`config.mk`:
```
export PLATFORM = sky130hd
export DESIGN_NAME = alu_issue_scheduler
export DESIGN_NICKNAME = d
export VERILOG_FILES = /design/src/rtl/alu_issue_scheduler.sv
export SDC_FILE = /design/constraint.sdc
export NUM_CORES = 2
export LEC_CHECK = 0
export CAP_MARGIN = 20
export CORE_MARGIN = 2
export CORE_UTILIZATION = 51
export DETAILED_ROUTE_END_ITERATION = 8
export GPL_ROUTABILITY_DRIVEN = 0
export PLACE_DENSITY = 0.7
export SETUP_SLACK_MARGIN = 0.05
export SLEW_MARGIN = 20
export SYNTH_ARGS = -nofsm -noshare
export SYNTH_HDL_FRONTEND = slang
export SYNTH_SLANG_ARGS = --single-unit
```
`constraint.sdc`:
```
create_clock -name clk -period 9.8 [get_ports clk]
set_input_delay 1.96 -clock clk [delete_from_list [all_inputs] [get_ports clk]]
set_output_delay 1.96 -clock clk [all_outputs]
set_load 0.05 [all_outputs]
```
`src/rtl/alu_issue_scheduler.sv`:
```
// -----------------------------------------------------------------------------
// alu_issue_scheduler
//   Reservation station feeding the ALU. Holds up to DEPTH dispatched ops, and
//   wakes their pending source operands from CDB broadcasts. Each cycle it
//   moves the oldest fully-ready entry into a registered valid/ready issue
//   stage. Dispatch order is kept in an age matrix, so the slot an op lands in
//   never affects its priority.
//
// Ports
//   clk, rst          rising-edge clock, asynchronous active-high reset
//   flush             synchronous squash of all entries and the issue register
//   disp_*            dispatch request (valid/ready) with opcode, two source
//                     operands (ready flag, producer tag, value) and dest tag;
//                     rs2 is carried in the upper half of the packed buses
//   cdb_*             result broadcast (valid, tag, value)
//   iss_*             issue register payload (valid/ready handshake to ALU)
//   occupancy         valid entries, excluding the issue register
// -----------------------------------------------------------------------------
module alu_issue_scheduler #(
   parameter int DEPTH  = 8,
   parameter int TAG_W  = 6,
   parameter int DATA_W = 32,
   parameter int OP_W   = 4
) (
   input  logic                     clk,
   input  logic                     rst,
   input  logic                     flush,
   input  logic                     disp_valid,
   output logic                     disp_ready,
   input  logic [OP_W-1:0]          disp_op,
   input  logic [1:0]               disp_src_rdy,
   input  logic [2*TAG_W-1:0]       disp_src_tag,
   input  logic [2*DATA_W-1:0]      disp_src_val,
   input  logic [TAG_W-1:0]         disp_dest_tag,
   input  logic                     cdb_valid,
   input  logic [TAG_W-1:0]         cdb_tag,
   input  logic [DATA_W-1:0]        cdb_val,
   output logic                     iss_valid,
   input  logic                     iss_ready,
   output logic [OP_W-1:0]          iss_op,
   output logic [DATA_W-1:0]        iss_a,
   output logic [DATA_W-1:0]        iss_b,
   output logic [TAG_W-1:0]         iss_dest_tag,
   output logic [$clog2(DEPTH):0]   occupancy
);

   localparam int IDX_W = $clog2(DEPTH);
   localparam int OCC_W = IDX_W + 1;

   // Entry state. older_q[i][j] = 1 means entry i was dispatched before j.
   logic [DEPTH-1:0]              valid_q;
   logic [DEPTH-1:0]              older_q [DEPTH];
   logic [OP_W-1:0]               op_q    [DEPTH];
   logic [TAG_W-1:0]              dest_q  [DEPTH];
   logic [1:0]                    rdy_q   [DEPTH];
   logic [1:0][TAG_W-1:0]         tag_q   [DEPTH];
   logic [1:0][DATA_W-1:0]        val_q   [DEPTH];

   logic [DEPTH-1:0] ready_vec;
   logic [DEPTH-1:0] sel_oh;
   logic [IDX_W-1:0] free_idx;
   logic [IDX_W-1:0] sel_idx;
   logic             any_sel;
   logic             disp_fire;
   logic             can_move;
   logic             move;

   // Registered occupancy only: a slot freed this cycle is not reusable until
   // the next one, which keeps disp_ready off any combinational path.
   assign disp_ready = (occupancy < OCC_W'(DEPTH));
   assign disp_fire  = disp_valid && disp_ready;
   assign can_move   = !iss_valid || iss_ready;
   assign move       = can_move && any_sel;

   // Lowest-index free slot (scan downwards so the last hit is the lowest).
   always_comb begin
      // NOTE: every combinationally assigned variable gets a default first so
      // no path through the block leaves it unassigned (which would infer a latch).
      free_idx = '0;
      for (int i = DEPTH - 1; i >= 0; i--) begin
         if (!valid_q[i]) free_idx = IDX_W'(i);
      end
   end

   // Oldest-ready select: an entry wins if no other ready entry is older.
   always_comb begin
      ready_vec = '0;
      sel_oh    = '0;
      sel_idx   = '0;
      for (int i = 0; i < DEPTH; i++) begin
         ready_vec[i] = valid_q[i] && (rdy_q[i] == 2'b11);
      end
      for (int i = 0; i < DEPTH; i++) begin
         sel_oh[i] = ready_vec[i];
         for (int j = 0; j < DEPTH; j++) begin
            if (ready_vec[j] && older_q[j][i]) sel_oh[i] = 1'b0;
         end
      end
      for (int i = 0; i < DEPTH; i++) begin
         if (sel_oh[i]) sel_idx = IDX_W'(i);
      end
   end

   assign any_sel = |sel_oh;

   // Control state: entry valid bits, age matrix, issue register, occupancy.
   always_ff @(posedge clk or posedge rst) begin
      // NOTE: state updates use non-blocking assignments so every register
      // samples the pre-edge values regardless of statement order.
      if (rst) begin
         valid_q      <= '0;
         iss_valid    <= 1'b0;
         iss_op       <= '0;
         iss_a        <= '0;
         iss_b        <= '0;
         iss_dest_tag <= '0;
         occupancy    <= '0;
         for (int i = 0; i < DEPTH; i++) older_q[i] <= '0;
      end else if (flush) begin
         valid_q   <= '0;
         iss_valid <= 1'b0;
         occupancy <= '0;
      end else begin
         if (move) valid_q[sel_idx] <= 1'b0;
         if (disp_fire) begin
            valid_q[free_idx] <= 1'b1;
            // New entry is younger than everything: clear its row, set its column.
            for (int j = 0; j < DEPTH; j++) begin
               if (IDX_W'(j) == free_idx) older_q[j] <= '0;
               else                       older_q[j][free_idx] <= 1'b1;
            end
         end
         // Issue register holds while a payload is stalled (valid && !ready).
         if (can_move) begin
            iss_valid <= any_sel;
            if (any_sel) begin
               iss_op       <= op_q[sel_idx];
               iss_a        <= val_q[sel_idx][0];
               iss_b        <= val_q[sel_idx][1];
               iss_dest_tag <= dest_q[sel_idx];
            end
         end
         occupancy <= occupancy + OCC_W'(disp_fire) - OCC_W'(move);
      end
   end

   // Entry payload: dispatch write with same-cycle CDB bypass, and wakeup.
   // NOTE: this storage is deliberately not reset; valid_q gates every use of
   // it, so clearing the arrays on reset would only add reset fan-out.
   always_ff @(posedge clk) begin
      for (int i = 0; i < DEPTH; i++) begin
         if (!flush && disp_fire && (free_idx == IDX_W'(i))) begin
            op_q[i]   <= disp_op;
            dest_q[i] <= disp_dest_tag;
            for (int s = 0; s < 2; s++) begin
               tag_q[i][s] <= disp_src_tag[s*TAG_W +: TAG_W];
               if (disp_src_rdy[s]) begin
                  rdy_q[i][s] <= 1'b1;
                  val_q[i][s] <= disp_src_val[s*DATA_W +: DATA_W];
               end else if (cdb_valid && (cdb_tag == disp_src_tag[s*TAG_W +: TAG_W])) begin
                  rdy_q[i][s] <= 1'b1;
                  val_q[i][s] <= cdb_val;
               end else begin
                  rdy_q[i][s] <= 1'b0;
               end
            end
         end else if (!flush && valid_q[i]) begin
            for (int s = 0; s < 2; s++) begin
               if (cdb_valid && !rdy_q[i][s] && (tag_q[i][s] == cdb_tag)) begin
                  rdy_q[i][s] <= 1'b1;
                  val_q[i][s] <= cdb_val;
               end
            end
         end
      end
   end

endmodule
```
; Yosys cells after proc, flatten, opt, wreduce, memory -nomap -nowiden
; Memories as Yosys holds them, arrays and structs flattened. A register that Yosys moved wholly into a read port is not among the register bits.
; Cells that the tools add are included.
[word_totals]
inputBits = 132
mem_count = 5
elab_cells = 754
ff_bits = 77
output_inout_bits = 80
mem_bits_rw = 704
[memory_table]
columns = name, words, word_bits, read_ports, rd_ports_with_merged_regs, wr, line_no
row1 = val_q, 8, 64, 1, 1, 8, 57  ; logic [1:0][DATA_W-1:0] val_q [DEPTH];
row2 = tag_q, 8, 12, 8, 0, 1, 56  ; logic [1:0][TAG_W-1:0] tag_q [DEPTH];
row3 = dest_q, 8, 6, 1, 1, 1, 54  ; logic [TAG_W-1:0] dest_q [DEPTH];
row4 = op_q, 8, 4, 1, 1, 1, 53  ; logic [OP_W-1:0] op_q [DEPTH];
row5 = rdy_q, 8, 2, 8, 0, 8, 55  ; logic [1:0] rdy_q [DEPTH];
[op_classes]
bitwise = 92
n_lt_le_gt_ge = 5
eq_ne = 40
n_mux = 427
reduce_logical = 172
n_addsub = 2
[ops]
columns = cell, count
row1 = 32-bit two-way mux, 32
row2 = 1-bit two-way mux, 324
row3 = 1-bit logical AND, 127
row4 = 6-bit == test, 18
row5 = 3-bit two-way mux, 35
row6 = 8-bit two-way mux, 12
row7 = 12-bit two-way mux, 7
row8 = 12-bit OR reduction, 7
row9 = 1-bit bitwise OR, 80
row10 = 8-bit bitwise OR, 9
row11 = 6-bit two-way mux, 7
row12 = 6-bit OR reduction, 7
row13 = 4-bit two-way mux, 8
row14 = 4-bit OR reduction, 7
row15 = 1-bit zero test, 18
row16 = 2-bit == test (second input constant), 8
row17 = 3-bit == test (first input constant), 4
row18 = 3-bit == test (second input constant), 4
row19 = 8-bit bitwise AND, 1
row20 = 3-bit by 4-bit < comparator with 1-bit output (second input constant), 2
row21 = 8-bit inverter, 1
row22 = 8-bit OR reduction, 1
row23 = 1-bit demux with 3-bit select, 2
row24 = 2-bit by 3-bit == test with 1-bit output (first input constant), 2
row25 = 13 further kinds, 15

; Logic depth before layout (Yosys ltp)
; An unclocked memory read counts as a cell.
[logic_depth]
word_depth = 30
ltp_mapped = 15
depth_no_buf = 13

; Least setup slack after synthesis
; OpenSTA, ideal clock, no wires.
[synth_timing]
kind = input to register
from = input port cdb_tag[2]
to = memory val_q[4][0] in the netlist's numbering, enable pin
required_time_ns = 9.332
arrival_ns = 5.650
setup_time_ns = 0.468
path_slack_ns = 3.682
n_path_buf = 2
cell_stages = 7
cell_sequence = clkbuf_1 > xnor2_1 > nand4_1 > or4_1 > nor2b_1 > clkbuf_1 > o21ai_0
[synth_lines]
columns = item, line_no
row1 = from (decl), 36  ; input logic [TAG_W-1:0] cdb_tag,
row2 = to (decl), 57

==> summary.md <==
| Metric | Value |
|---|---|
| Status | `complete, no violations` |
| EDFF count, synth | `approximately 700` |
| Minimum clock period | `5.403 ns` |
| Global-route wire length before repair | `163.6 mm` |
| CP max-delay cell | `clkdlybuf4s50_1` |
| Overall power | `9.352 mW` |
| Max FO, Critical Path | `39` |
| IO Pins | `212` |
| Cts hold-fix bufs | `0` |
| DIE HEIGHT | `approximately 280 microns` |
| Routed wl met3 | `just under 9 mm` |
| Ranking of synthesized cells by area | `edfxtp_1 54%, mux2_2 14%, dfrtp_1 9.6%` |
| Site row count | `101` |
| Largest net degree at the start of global routing | `between 100 and 150` |
| Setup TNS | `0 ns` |
| Resized Gates After CTS | `0` |
| Yosys Warn Count | `0` |
| RSZ-0062 raised after global routing | `false` |
| Root buffer cell | `clkbuf_16` |
| Worst Hold Class | `register to register` |
| First DRT Iteration DRCs | `2549` |
| DR pass1 iterations | `5` |
| Synth Cell Area | `roughly 39000 sq um` |
| Final #Nets | `2918` |
| Pleak | `16.06 nW` |
| Hold Vio Cnt, Final | `0` |
| Highest routed layer | `met5` |
| Worst r2r path cells | `9` |
| CTS max path bufs | `3` |
| Clock latency on the worst-skew pair | `0.67 ns` |
| Min-Delay Startpoint | `older_q[16]$_DFFE_PP0P_` |
| Core box area | `around 76000 sq um` |
| Final period utilization | `55.13%` |
| Drc violations | `0` |
| Max Clock Freq | `~190 MHz` |
| Asr flop ratio synth | `~18%` |
| Max VDD drop | `0.0002170 V` |
| CP arrival | `5.74 ns` |
| Clk sinks | `855` |
| Routed vias | `~24000` |
| Routed Antenna Nets | `0` |
| Hold Path Sink | `older_q[16]$_DFFE_PP0P_` |
| Placed cell count | `3719` |
| Final clock skew | `0.04628 ns` |
| Most common cell in the synthesized netlist | `edfxtp_1` |
| Unique cell type count in the Yosys netlist | `65` |
| Commonest cells in the netlist | `703 x edfxtp_1, 497 x mux2_2, 211 x mux2i_1, 151 x dfrtp_1, 118 x clkbuf_1` |
| Slew HR | `a little over a fifth` |
| FF-to-FF End | `iss_b[11]$_DFFE_PP0P_` |
| Total congestion overflow | `0` |
| Chip width | `between 200 and 300 microns` |
| Hold_ws | `0.4915 ns` |
| Final setup viols | `0` |
| Synth-to-Final Area Change | `15.72%` |
| Maxcap violations | `0` |
| HPWL after detailed placement | `roughly 63 mm` |
| Worst slew pin tran | `1.174 ns` |
| Syn Nets | `2760` |
| Routed wire length | `111.2 mm` |
| Vias in the first global route | `25300` |
| Final-report max-slew violation count | `0` |
| Area leader, netlist | `edfxtp_1` |
| Full die area | `79200 sq um` |
| Starting Density | `51.60%` |
| FF-to-FF Start | `valid_q[2]$_DFF_PP0_` |
| Worst Setup End Kind | `register` |
| Worst Setup Start Kind | `primary input` |
| CP required | `10.14 ns` |
| Critical path, cell by cell | `clkdlybuf4s50_1, nor3b_1, nand3_1, nor2_1, nand4_1, or2_2, clkinv_1, buf_4, nand2_1, and2_2, buf_4` |
| Total GRT Usage | `about 28%` |
| Wl on met1 | `45.10 mm` |
| Critical path class | `primary input to register` |
| Cell Pwr Density | `205.9 nW/um^2` |
| Vias/cell | `between 6 and 7` |
| Final Non-Filler Cells | `3890` |
| Met2 wire len | `53.74 mm` |
| Seq/Total Area, Yosys | `between 60% and 70%` |
| Post-synth top flop | `edfxtp_1` |
| CTS buffer count | `89` |
| Number of H-tree levels | `3` |
| Worst hold path cell count | `1` |
| Post-synth top area share | `between 50 and 60%` |
| Post-CTS Setup Inserts | `0` |
| Internal reg-to-reg setup slack | `5.02 ns` |
| Reg clk slew, reported paths | `roughly 0.07 ns` |
| TritonCTS clock tree | `done` |
| Top delay family on crit path | `simple AND/OR/NAND/NOR gates` |
| Syn Area/Cell | `14.96 sq um` |
| Initial antenna violation count | `11` |
| Post-route core utilization | `around 60%` |
| Mapped Cells | `between 2000 and 3000` |
| Critical path buffer and inverter count | `4` |
| Port Buffers | `211` |
| CP Launch Point | `flush` |
| Synth Register Bits | `855` |
| WL per Instance | `28.58 microns` |
| Share of cells above drive strength 1 | `25.92%` |
| Max stage delay on crit path | `approximately 0.73 ns` |
| Critical Path Most Common Cell | `buf_4` |
-- cell families after synthesis --
kind of cell | synth area share (%)
adder cells (fa/ha/maj) | 0.1785
flip-flops | 63.46
XOR/XNOR | 2.477
multiplexers | 20.24
buffers and inverters | 2.477
AND/OR/NAND/NOR | 4.004
AO/OA/AOI/OAI | 7.163
-- worst max-delay path by stage --
stage                                        end  slack, ns  depth (start not counted)
after floorplan            val_q[4][0]$_DFFE_PP_       3.68                          7
after global placement    val_q[0][57]$_DFFE_PP_       3.91                         10
after detailed placement  val_q[5][53]$_DFFE_PP_       3.78                         10
after CTS                 val_q[5][51]$_DFFE_PP_       4.43                         10
after global routing      val_q[7][45]$_DFFE_PP_       4.25                         11
final                     val_q[7][45]$_DFFE_PP_       4.40                         11
-- registers in the layout, summed over array words and instances, names as in the netlist --
signal / cells
op_q: 32
iss_op: 4
val_q: 512
iss_dest_tag: 6
dest_q: 48
tag_q: 96
valid_q: 8
occupancy: 4
older_q: 64
iss_b: 32
iss_valid: 1
rdy_q: 16
iss_a: 32
-- through the flow --
stage               area, sq um  worst slack [ns]
finish                    45420             4.397
global route              45420             4.247
CTS                       45360             4.426
detailed placement        42510             3.781
global placement          42500             3.913
floorplan                 39250             3.682
-- per-layer routing --
layer | vias to the layer above | track usage (%)
met3 | 225 | 5.419
met4 | 10 | 10.23
met1 | 12570 | 37.07
met2 | 1069 | 46.09
li1 | 10490 | -
met5 | - | 0
-- power breakdown --
| group | leakage, nW | switching [mW] | internal (mW) |
|---|---|---|---|
| clock | 1.39 | 1.41 | 1.90 |
| sequential | 8.19 | 0.183 | 4.20 |
| combinational | 6.48 | 1.04 | 0.618 |
-- area by class of cell --
| cell class | count | area (sq um) |
|---|---|---|
| inverter | 27 | 106.4 |
| fill | 5813 | 30650 |
| sequential | 855 | 24910 |
| tap | 1030 | 1289 |
| antenna | 5 | 12.51 |
| clock inverter | 39 | 366.6 |
| timing repair buffer | 264 | 2559 |
| clock buffer | 126 | 2487 |
| multi-input combinational | 1544 | 13690 |
-- layout by cell type, fill, tap and decap left out, types with 68 or more instances in the layout --
| master | count |
|---|---|
| o211ai_1 | 70 |
| clkbuf_16 | 90 |
| o22a_1 | 68 |
| dfrtp_1 | 151 |
| edfxtp_1 | 703 |
| o22ai_1 | 69 |
| a22oi_1 | 73 |
| mux2i_1 | 210 |
| clkdlybuf4s50_1 | 211 |
| nor2_1 | 108 |
| mux2_2 | 497 |
| xnor2_1 | 68 |
Note: power is estimated with default switching activity, not from simulation.
